[src/rtl/qoa_spi_slave_fifo.sv]
// SPI slave, CPOL/CPHA modes 0-3, pins oversampled in the sclk domain, RX FIFO.
// QOA_SPI_TXFIFO_EN selects a DEPTH-entry TX FIFO instead of a holding register.
module qoa_spi_slave_fifo #(
  parameter int WIDTH = 8,
  parameter int DEPTH = 4
) (
  input  logic             sclk,
  input  logic             rst_n,
  input  logic [1:0]       mode,
  input  logic             spi_sck,
  input  logic             spi_cs_n,
  input  logic             spi_mosi,
  output logic             spi_miso,
  output logic             spi_miso_oe,
  output logic [WIDTH-1:0] rx_data,
  output logic             rx_valid,
  input  logic             rx_ready,
  input  logic [WIDTH-1:0] tx_data,
  input  logic             tx_valid,
  output logic             tx_ready,
  output logic             rx_overflow,
  output logic             tx_underrun,
  input  logic             flag_clr,
  output logic             frame_abort,
  output logic             busy
);

  localparam int AW = $clog2(DEPTH);
  localparam int CW = $clog2(WIDTH);

  typedef enum logic {IDLE, ACTIVE} state_t;

  state_t state_q, state_d;

  logic [1:0] sck_s, cs_s, mosi_s;
  logic       sck_d, cs_d;

  // cs flops reset to "asserted" so a CS held low across reset is not a new frame
  always_ff @(posedge sclk) begin
    if (!rst_n) begin
      sck_s  <= '0;
      sck_d  <= 1'b0;
      cs_s   <= '0;
      cs_d   <= 1'b0;
      mosi_s <= '0;
    end else begin
      sck_s  <= {sck_s[0], spi_sck};
      sck_d  <= sck_s[1];
      cs_s   <= {cs_s[0], spi_cs_n};
      cs_d   <= cs_s[1];
      mosi_s <= {mosi_s[0], spi_mosi};
    end
  end

  logic sck_r, sck_f, cs_fall, cs_rise;

  assign sck_r   = sck_s[1] & ~sck_d;
  assign sck_f   = ~sck_s[1] & sck_d;
  assign cs_fall = ~cs_s[1] & cs_d;
  assign cs_rise = cs_s[1] & ~cs_d;

  always_ff @(posedge sclk) begin
    if (!rst_n) state_q <= IDLE;
    else        state_q <= state_d;
  end

  always_comb begin
    state_d = state_q;
    unique case (state_q)
      IDLE:    if (cs_fall) state_d = ACTIVE;
      ACTIVE:  if (cs_rise) state_d = IDLE;
      default: state_d = IDLE;
    endcase
  end

  logic [1:0]       mode_q;
  logic [CW-1:0]    cnt;
  logic [WIDTH-2:0] rx_sr;
  logic [WIDTH-1:0] tx_sr;
  logic             done_q;

  logic act, cpol, cpha, lead, trail, smp, sft;
  logic start, stop, word_end, tx_load;
  logic [WIDTH-1:0] rx_word;
  logic [WIDTH-1:0] tx_head;
  logic             tx_empty;

  assign act      = (state_q == ACTIVE);
  assign cpol     = mode_q[1];
  assign cpha     = mode_q[0];
  assign lead     = cpol ? sck_f : sck_r;
  assign trail    = cpol ? sck_r : sck_f;
  assign smp      = act & (cpha ? trail : lead);
  assign sft      = act & (cpha ? lead : trail);
  assign start    = (state_q == IDLE) & cs_fall;
  assign stop     = act & cs_rise;
  assign word_end = smp & (cnt == CW'(WIDTH - 1));
  assign rx_word  = {rx_sr, mosi_s[1]};

  // CPHA=0 needs the MSB out before the first edge; CPHA=1 loads on it
  assign tx_load = (start & ~mode[0])
                 | (sft & ~cpha & done_q)
                 | (sft & cpha & (cnt == '0));

  assign spi_miso    = tx_sr[WIDTH-1];
  assign spi_miso_oe = act;
  assign busy        = act;

  logic [AW:0]      rwp, rrp;
  logic [WIDTH-1:0] rmem [DEPTH];
  logic             rx_full, rx_empty, rx_pop, rx_wr, ovf_set, unr_set;

  assign rx_empty = (rwp == rrp);
  assign rx_full  = (rwp[AW] != rrp[AW]) && (rwp[AW-1:0] == rrp[AW-1:0]);
  assign rx_pop   = ~rx_empty & rx_ready;
  assign rx_wr    = word_end & (~rx_full | rx_pop);
  assign ovf_set  = word_end & rx_full & ~rx_pop;
  assign unr_set  = tx_load & tx_empty;
  assign rx_valid = ~rx_empty;
  assign rx_data  = rmem[rrp[AW-1:0]];

  always_ff @(posedge sclk) begin
    if (!rst_n) begin
      rwp <= '0;
      rrp <= '0;
    end else begin
      if (rx_wr)  rwp <= rwp + 1'b1;
      if (rx_pop) rrp <= rrp + 1'b1;
    end
  end

  always_ff @(posedge sclk) begin
    if (rx_wr) rmem[rwp[AW-1:0]] <= rx_word;
  end

`ifdef QOA_SPI_TXFIFO_EN
  logic [AW:0]      twp, trp;
  logic [WIDTH-1:0] tmem [DEPTH];
  logic             tx_full, tx_push, tx_pop;

  assign tx_empty = (twp == trp);
  assign tx_full  = (twp[AW] != trp[AW]) && (twp[AW-1:0] == trp[AW-1:0]);
  assign tx_push  = tx_valid & ~tx_full;
  assign tx_pop   = tx_load & ~tx_empty;
  assign tx_ready = ~tx_full;
  assign tx_head  = tmem[trp[AW-1:0]];

  always_ff @(posedge sclk) begin
    if (!rst_n) begin
      twp <= '0;
      trp <= '0;
    end else begin
      if (tx_push) twp <= twp + 1'b1;
      if (tx_pop)  trp <= trp + 1'b1;
    end
  end

  always_ff @(posedge sclk) begin
    if (tx_push) tmem[twp[AW-1:0]] <= tx_data;
  end
`else
  logic [WIDTH-1:0] thold;
  logic             thold_v;

  assign tx_empty = ~thold_v;
  assign tx_ready = ~thold_v;
  assign tx_head  = thold;

  always_ff @(posedge sclk) begin
    if (!rst_n) begin
      thold_v <= 1'b0;
      thold   <= '0;
    end else if (tx_valid & ~thold_v) begin
      thold_v <= 1'b1;
      thold   <= tx_data;
    end else if (tx_load & thold_v) begin
      thold_v <= 1'b0;
    end
  end
`endif

  always_ff @(posedge sclk) begin
    if (!rst_n) begin
      mode_q      <= '0;
      cnt         <= '0;
      rx_sr       <= '0;
      done_q      <= 1'b0;
      tx_sr       <= '0;
      frame_abort <= 1'b0;
      rx_overflow <= 1'b0;
      tx_underrun <= 1'b0;
    end else begin
      frame_abort <= stop & (cnt != '0);
      if (start) begin
        mode_q <= mode;
        cnt    <= '0;
        done_q <= 1'b0;
      end else if (stop) begin
        cnt    <= '0;
        done_q <= 1'b0;
      end else if (smp) begin
        rx_sr <= rx_word[WIDTH-2:0];
        if (word_end) begin
          cnt    <= '0;
          done_q <= 1'b1;
        end else begin
          cnt <= cnt + CW'(1);
        end
      end else if (tx_load) begin
        done_q <= 1'b0;
      end
      if (stop)         tx_sr <= '0;
      else if (tx_load) tx_sr <= tx_empty ? '0 : tx_head;
      else if (sft)     tx_sr <= {tx_sr[WIDTH-2:0], 1'b0};
      if (ovf_set)       rx_overflow <= 1'b1;
      else if (flag_clr) rx_overflow <= 1'b0;
      if (unr_set)       tx_underrun <= 1'b1;
      else if (flag_clr) tx_underrun <= 1'b0;
    end
  end

endmodule

[config.mk]
export PLATFORM = sky130hd
export DESIGN_NAME = qoa_spi_slave_fifo
export DESIGN_NICKNAME = d
export VERILOG_FILES = /design/src/rtl/qoa_spi_slave_fifo.sv
export SDC_FILE = /design/constraint.sdc
export NUM_CORES = 1
export LEC_CHECK = 0
export ABC_AREA = 1
export CAP_MARGIN = 5
export CORE_MARGIN = 10
export CORE_UTILIZATION = 36
export CTS_CLUSTER_SIZE = 20
export DETAILED_ROUTE_END_ITERATION = 7
export SLEW_MARGIN = 20
export SYNTH_ARGS = -nofsm -noshare
export SYNTH_HDL_FRONTEND = slang
export SYNTH_SLANG_ARGS = --single-unit
[constraint.sdc]
create_clock -name sclk -period 2.75 [get_ports sclk]
set_input_delay 0.275 -clock sclk [delete_from_list [all_inputs] [get_ports sclk]]
set_output_delay 0.275 -clock sclk [all_outputs]
set_load 0.01 [all_outputs]
Word level (Yosys, flattened, before mapping):

Memories as Yosys holds them, arrays and structs flattened. A register that Yosys moved wholly into a read port is not among the register bits.
Index checks and enable logic that the tools add are counted.

* flip-flop bits (word level): 48
* RAM bits: 32
* input bits: 18
* output and inout bits: 16
* word-level logic and storage cells: 101
* memories kept: 1

* add/subtract/negate cells: 3
* equal/unequal tests: 5
* mux-type cells: 23
* bitwise logic cells: 39
* reductions and logical operators: 12

Memory list
* rmem: words 4, bits a word 8, rd ports 1, clocked after memory_dff 1, write ports 1, RTL line 110 `logic [WIDTH-1:0] rmem [DEPTH];`

Operators by type and width (number)
* $mux W8: 3
* $and A1 B1 Y1: 22
* $mux W1: 16
* $not A1 Y1: 14
* $reduce_bool A2 Y1: 5
* $add A3 B1 Y3 const B: 3
* $mux W2: 2
* $eq A3 B3 Y1: 1
* $eq A3 B3 Y1 const B: 1
* $logic_not A3 Y1: 1
* $mux W3: 1
* $or A1 B1 Y1: 3
* $reduce_and A3 Y1: 1
* $reduce_bool A3 Y1: 1
* $reduce_or A3 Y1: 1
* $eq A2 B2 Y1: 1
* $ne A2 B1 Y1 const B: 1
* $pmux W1 S2: 1
* $reduce_and A2 Y1: 1
* $reduce_or A2 Y1: 1
* $logic_and A1 B1 Y1: 1
* $ne A1 B1 Y1: 1

Logic depth before layout (Yosys ltp):

Gate-level depths: netlist of the first run.

* depth after elaboration: 12
* depth in mapped cells: 9
* gate-level depth less buffers: 9

Least setup slack after synthesis of the first run:

No wires, ideal clock.

* kind: register -> register
* start point: register sck_s[1]
* end point: memory rmem[0][0] (enable)
* data arrival time: 1281 ps
* path slack: 1098 ps
* stages on the path, launching flop included: 8
* path buffers: 0
* period minus slack after synthesis: 1652 ps
* path through: dfxtp_1 inv_1 nand3_1 nand3_1 nand2_1 nor2_4 nand3_2 nor2_1

* word-level cells in the longest chain between the ends: 9

RTL lines
* start: declaration: RTL line 35 `logic [1:0] sck_s, cs_s, mosi_s;`
* start signal: assignment: RTL line 47 `sck_s <= {sck_s[0], spi_sck};`
* $not A1 Y1: RTL line 58 `assign sck_f = ~sck_s[1] & sck_d;`
* $and A1 B1 Y1: RTL line 58
* $mux W1 (on tied branches): RTL line 91, 92
* $mux W1 (*): RTL line 93 `assign smp = act & (cpha ? trail : lead);`
* $and A1 B1 Y1 (*): RTL line 93
* $and A1 B1 Y1 (*): RTL line 97 `assign word_end = smp & (cnt == CW'(WIDTH - 1));`
* $and A1 B1 Y1 (*): RTL line 116 `assign rx_wr = word_end & (~rx_full | rx_pop);`
* $mux W1 (*): RTL line 133 `if (rx_wr) rmem[rwp[AW-1:0]] <= rx_word;`
* $mux W1 (not written as such) (*): RTL line 133
* end: declaration: RTL line 110

Every way passes the cells marked *; elsewhere a longest branch is shown, timed or not.

==> out/results.ini, run 1 <==
[power]
switching_share=0.232
ir_worst_vdd_uv=297
power_uw=2350
internal-power_uw=1810
p_switching_uw=545
clkPwrFrac=0.349
p_per_area_nw_per_um2=595
combPwrFrac=0.094
cellLeakagePower_uw=0.00151
seqPwrFrac=0.557

[clock_tree]
cts_setup_buffers=0
numClockSinks=82
cts-htree-levels=3
cts-root-buf=clkbuf_8
cts.clk_slew.worst_paths_ns=0.08
clockBufferDepth=2
post_cts_resized=0
cts_buffers=9
tritoncts=yes
clock_latency_ns=0.34
cts_hold_buf=0

[yosys]
ys_ff_latch=82
synth_nets=382
seq_area_frac_synth=0.587
syn_area_um2=3340
synthCells=356
synth_area_per_cell_um2=9.38
synth_cell_types=25
synth.area.top_cells=dfxtp_1 (30%), edfxtp_1 (29%), o21ai_0 (7.3%)
synth_top_area_cell=dfxtp_1
synth_top_area_share=0.300
synth-warning-count=0

[global_routing]
grt_usage=0.104
grt_pass1_wl_um=11300
antenna_found_initial=0
grt-busiest-layer=met2
grt_start_max_net_pins=18
grt_overflow=0
met1_usage=0.132
met3_usage=0.0298
gr-usage-met2=0.163
first_global_vias=2426

[final_layout]
multi_input_area_um2=1170
area_growth_pct=18.3
drive_gt1_frac=0.0653
nets=419
fin_area_um2=3950
fillCellCount=902
diodes=0
register_area_um2=1960

[setup_path]
reg2regPathDepth=7
end_kind=output pin
critPathBufInv=2
max_stage_delay_ns=0.60
arrival_ns=2.08
critPathKind=flop to output pin
cp.required_ns=2.48
critPathTopFamily=buffers and inverters
path_depth=4
cp_slowest_cell=dfxtp_1
crit_chain=inv_1 > o21ai_0 > o22ai_1 > clkdlybuf4s50_1
crit_fanout=17
start_kind=flop

[sta]
layout_min_cycle_time_ns=2.36
fmax_mhz=424
setup_violations=0
finalMaxSlewViolations=0
tightest_slew_ns=0.615
setup_tns_ns=0
rsz0062_at_grt=false
finalHoldViolations=0
relSlewSlack=0.589
final_min_period_over_clock_period=0.858
fin_skew_ns=0.00774

[hold_path]
hold_depth=2
hold_class=flop to flop

[placed_design]
gp_congestion=0.823
hpwl_um=4820
port_buffers=33
place_area_um2=3760

[routing]
wl_per_cell_um=12.9
vias=2405
ant_nets=0
viasPerCell=4.72
remaining_drc_errors=0
drt_wl_total_um=6550
drt_first_pass_iters=4
drt_iter0_drc=75

[floorplan]
dieArea_um2=13500
start_util=0.365
fp.dieH_um=116
die_x_um=116
core_area_um2=9150
row_count=35
ios=34

[job]
drv_cap=0

[outcome]
status=completed

==> layout by cell type (no fill, tap or decap) <==
cell type / n
clkinvlp_4: 1
clkinv_1: 1
xnor2_1: 1
a211oi_1: 2
clkinv_4: 1
bufinv_16: 1
nand3_4: 1
nand2_1: 46
edfxtp_1: 32
nand4_1: 1
clkbuf_1: 2
o22ai_1: 8
nor2_4: 3
nand3b_1: 2
dfxtp_1: 50
inv_2: 1
nor2_1: 57
a21oi_2: 2
nand2_4: 2
xor2_1: 3
clkdlybuf4s50_1: 33
clkbuf_8: 9
a21oi_1: 20
nand3b_4: 1
clkinv_2: 1
buf_4: 2
ha_1: 8
o21ai_0: 49
inv_1: 37
nand3_1: 20
nand3_2: 1
==> sequential cells by signal, indices dropped and copies added (netlist names), 2 cells and up, named ones only <==
signal	cells
rrp	3
thold	8
cs_s	2
mode_q	2
sck_s	2
rwp	3
tx_sr	8
rx_sr	7
mosi_s	2
cnt	3
rmem	32
==> Yosys cell counts <==
library cell  instances
nor2_1               57
dfxtp_1              50
o21ai_0              49
nand2_1              46
inv_1                37
edfxtp_1             32
a21oi_1              20
nand3_1              20
ha_1                  8
o22ai_1               8
clkbuf_1              5
buf_6                 3
nor2_4                3
xor2_1                3
a211oi_1              2
a21oi_2               2
nand2_4               2
nand3b_1              2
buf_4                 1
inv_2                 1
nand3_2               1
nand3_4               1
nand3b_4              1
nand4_1               1
xnor2_1               1
==> cell type report <==
type / count / share of cell area
clock buffer: 11 / 0.0333
clock inverter: 5 / 0.0139
inverter: 38 / 0.0361
multi-input combinational: 227 / 0.297
sequential: 82 / 0.497
tap: 111 / 0.0352
timing repair buffer: 35 / 0.0874
==> metal layers <==
metal,vias to the layer above,wire length (um)
met3,13,389
met1,1082,3040
li1,1260,-
met2,50,3030
met4,0,95
met5,-,0
==> cells by family after synthesis <==
group | after synthesis | share of synthesized area
buffers and inverters | 47 | 0.0607
and+or+nand+nor | 134 | 0.183
xor gates and xnor gates | 4 | 0.0105
DFF | 82 | 0.587
AOI/OAI and AO/OA | 81 | 0.128
adders and majority gates | 8 | 0.0300
==> through the flow <==
step | hold WS, ns | setup slack (ns) | util | cells
5_1_grt | 0.442 | 0.238 | 0.432 | 509
4_1_cts | 0.420 | 0.365 | 0.432 | 509
6_report | 0.419 | 0.391 | 0.432 | 509
2_1_floorplan | 0.373 | 1.10 | - | 356
3_5_place_dp | 0.400 | 0.703 | 0.411 | 493
3_3_place_gp | 0.393 | 0.737 | 0.411 | 493
==> worst min-delay path, stage by stage, from the launching register on <==
cell     delay, ns
dfxtp_1       0.31
nand2_1       0.05
inv_1         0.04
==> power by group through the flow <==
stage	sequential (uW)	combinational (uW)	clock, uW
after detailed placement	1340	225	0
final	1310	221	822
after floorplan	1320	130	0
after global routing	1320	251	898
after CTS	1310	226	843
after global placement	1340	221	0
==> final timing paths <==
kind	startpoint	slack (ns)	end
max	flop	0.39	rx_data[3]
min	sck_s[0]	0.42	sck_s[1]
max reg2reg	sck_s[1]	0.83	rmem[0][4]
min reg2reg	sck_s[0]	0.42	sck_s[1]
No activity file was read; power rests on OpenSTA's default activity.
==> run 2: changes to the inputs <==
--- a/config.mk
+++ b/config.mk
@@ -7,10 +7,10 @@
 export LEC_CHECK = 0
 export ABC_AREA = 1
 export CAP_MARGIN = 5
-export CORE_MARGIN = 10
 export CORE_UTILIZATION = 36
 export CTS_CLUSTER_SIZE = 20
 export DETAILED_ROUTE_END_ITERATION = 7
+export GPL_TIMING_DRIVEN = 0
 export SLEW_MARGIN = 20
 export SYNTH_ARGS = -nofsm -noshare
 export SYNTH_HDL_FRONTEND = slang
==> run 2 against run 1 <==
Register-to-register slack got worse by 0.14 ns. Non-clock buffer count rose by 7. Clock-buffer cell count fell by 2. Clock skew rose by 0.0066 ns. Combinational power rose by 6%.
==> out/results.ini, run 2 (synthesized netlist as in run 1, its figures left out) <==
[routing]
remaining_drc_errors=0
ant_nets=0
vias=2420
drt_wl_total_um=6330
drt_iter0_drc=112
viasPerCell=4.72
drt_first_pass_iters=6
wl_per_cell_um=12.3

[power]
ir_worst_vdd_uv=316
p_per_area_nw_per_um2=627
cellLeakagePower_uw=0.00155

[setup_path]
crit_chain=inv_1 > clkbuf_1 > nor2_1 > o22ai_1 > clkdlybuf4s50_1
max_stage_delay_ns=0.57
crit_fanout=10
cp_slowest_cell=clkdlybuf4s50_1
critPathKind=flop to output pin
arrival_ns=2.22
start_kind=flop
cp.required_ns=2.48
end_kind=output pin
critPathBufInv=3
critPathTopFamily=buffers and inverters

[final_layout]
drive_gt1_frac=0.0765
fin_area_um2=4040
layout_common_cells=nor2_1 (57), dfxtp_1 (50), o21ai_0 (49)
nets=426
final_common_cell=nor2_1
area_growth_pct=20.8
largest_reg_flops=32
diodes=0

[global_routing]
grt_pass1_wl_um=10600
first_global_vias=2300
grt_start_max_net_pins=17
grt_overflow=0
antenna_found_initial=0
grt_usage=0.141

[floorplan]
row_count=34
fp.dieH_um=98.3
ios=34
core_area_um2=8850
dieArea_um2=9670
die_x_um=98.3
start_util=0.377

[sta]
fin_skew_ns=0.0143
setup_violations=0
layout_min_cycle_time_ns=2.49
tightest_slew_ns=0.825
relSlewSlack=0.448
finalHoldViolations=0
fmax_mhz=401
final_min_period_over_clock_period=0.907
setup_tns_ns=0
rsz0062_at_grt=false
finalMaxSlewViolations=0

[clock_tree]
cts.clk_slew.worst_paths_ns=0.09
clock_latency_ns=0.35
clockBufferDepth=2
cts-root-buf=clkbuf_8
post_cts_resized=0
cts_hold_buf=0
cts_setup_buffers=0
tritoncts=yes
numClockSinks=82
cts_buffers=9
cts-htree-levels=3

[placed_design]
place_area_um2=3800
port_buffers=33
gp_congestion=0.784
hpwl_um=4310

[hold_path]
hold_class=flop to flop

[job]
drv_cap=0

[outcome]
status=completed

==> run 2: cell types whose count changed in the layout (fill, tap and decap cells not counted) <==
cell | previous run | this run
clkinv_2 | 1 | 0
buf_6 | 0 | 3
buf_4 | 2 | 1
clkbuf_1 | 2 | 5
inv_6 | 0 | 3
clkinvlp_4 | 1 | 0
clkinv_1 | 1 | 0
bufinv_16 | 1 | 2
inv_8 | 0 | 1
==> run 2: stage by stage <==
stage               std cells   util  power, uW  setup slack, ns  hold slack [ns]
floorplan                 356      -       1460             1.10            0.373
global placement          497  0.430       1570            0.559            0.394
detailed placement        497  0.430       1570            0.520            0.396
CTS                       513  0.456       2560            0.224            0.418
global route              513  0.456       2630           0.0864            0.447
finish                    513  0.456       2530            0.256            0.417
==> run 2: cell type report <==
| cell class | count | area, um2 |
|---|---|---|
| clock inverters | 7 | 106 |
| fillers | 861 | 4810 |
| clock buffers | 9 | 124 |
| well taps | 108 | 135 |
| repair buffers | 33 | 330 |
| flip-flops and latches | 82 | 1960 |
| inverters | 38 | 143 |
| plain buffers | 9 | 60.1 |
| multi-input cells | 227 | 1170 |
==> run 2: worst reg2reg max path: stages, from the launching register on <==
cell     delay, ns
dfxtp_1       0.34
inv_1         0.07
nand3_1       0.08
nand3_1       0.11
nand2_1       0.09
nor2_4        0.16
nand3_2       0.16
nor2_1        0.67
==> run 2: path summary, 6_finish.rpt <==
kind                 start          to  slack, ns  depth (start not counted)
hold / removal    sck_s[0]    sck_s[1]       0.42                          2
setup reg to reg  sck_s[1]  rmem[3][5]       0.69                          7
hold reg to reg   sck_s[0]    sck_s[1]       0.42                          2
setup / recovery      flop  rx_data[4]       0.26                          5
==> run 2: routing by layer <==
metal | vias to the layer above | share of wire | GRT usage
met2 | 53 | 0.47 | 0.232
li1 | 1275 | - | -
met5 | - | 0 | 0
met3 | 5 | 0.049 | 0.0451
met1 | 1087 | 0.47 | 0.178
met4 | 0 | 0.0077 | 0.0367
==> run 2: power breakdown <==
| group | internal [uW] | leakage [uW] | switching [uW] |
|---|---|---|---|
| combinational | 113 | 0.000760 | 122 |
| clock | 529 | 0.000117 | 462 |
| sequential | 1280 | 0.000674 | 23.6 |
| total | 1920 | 0.00155 | 608 |
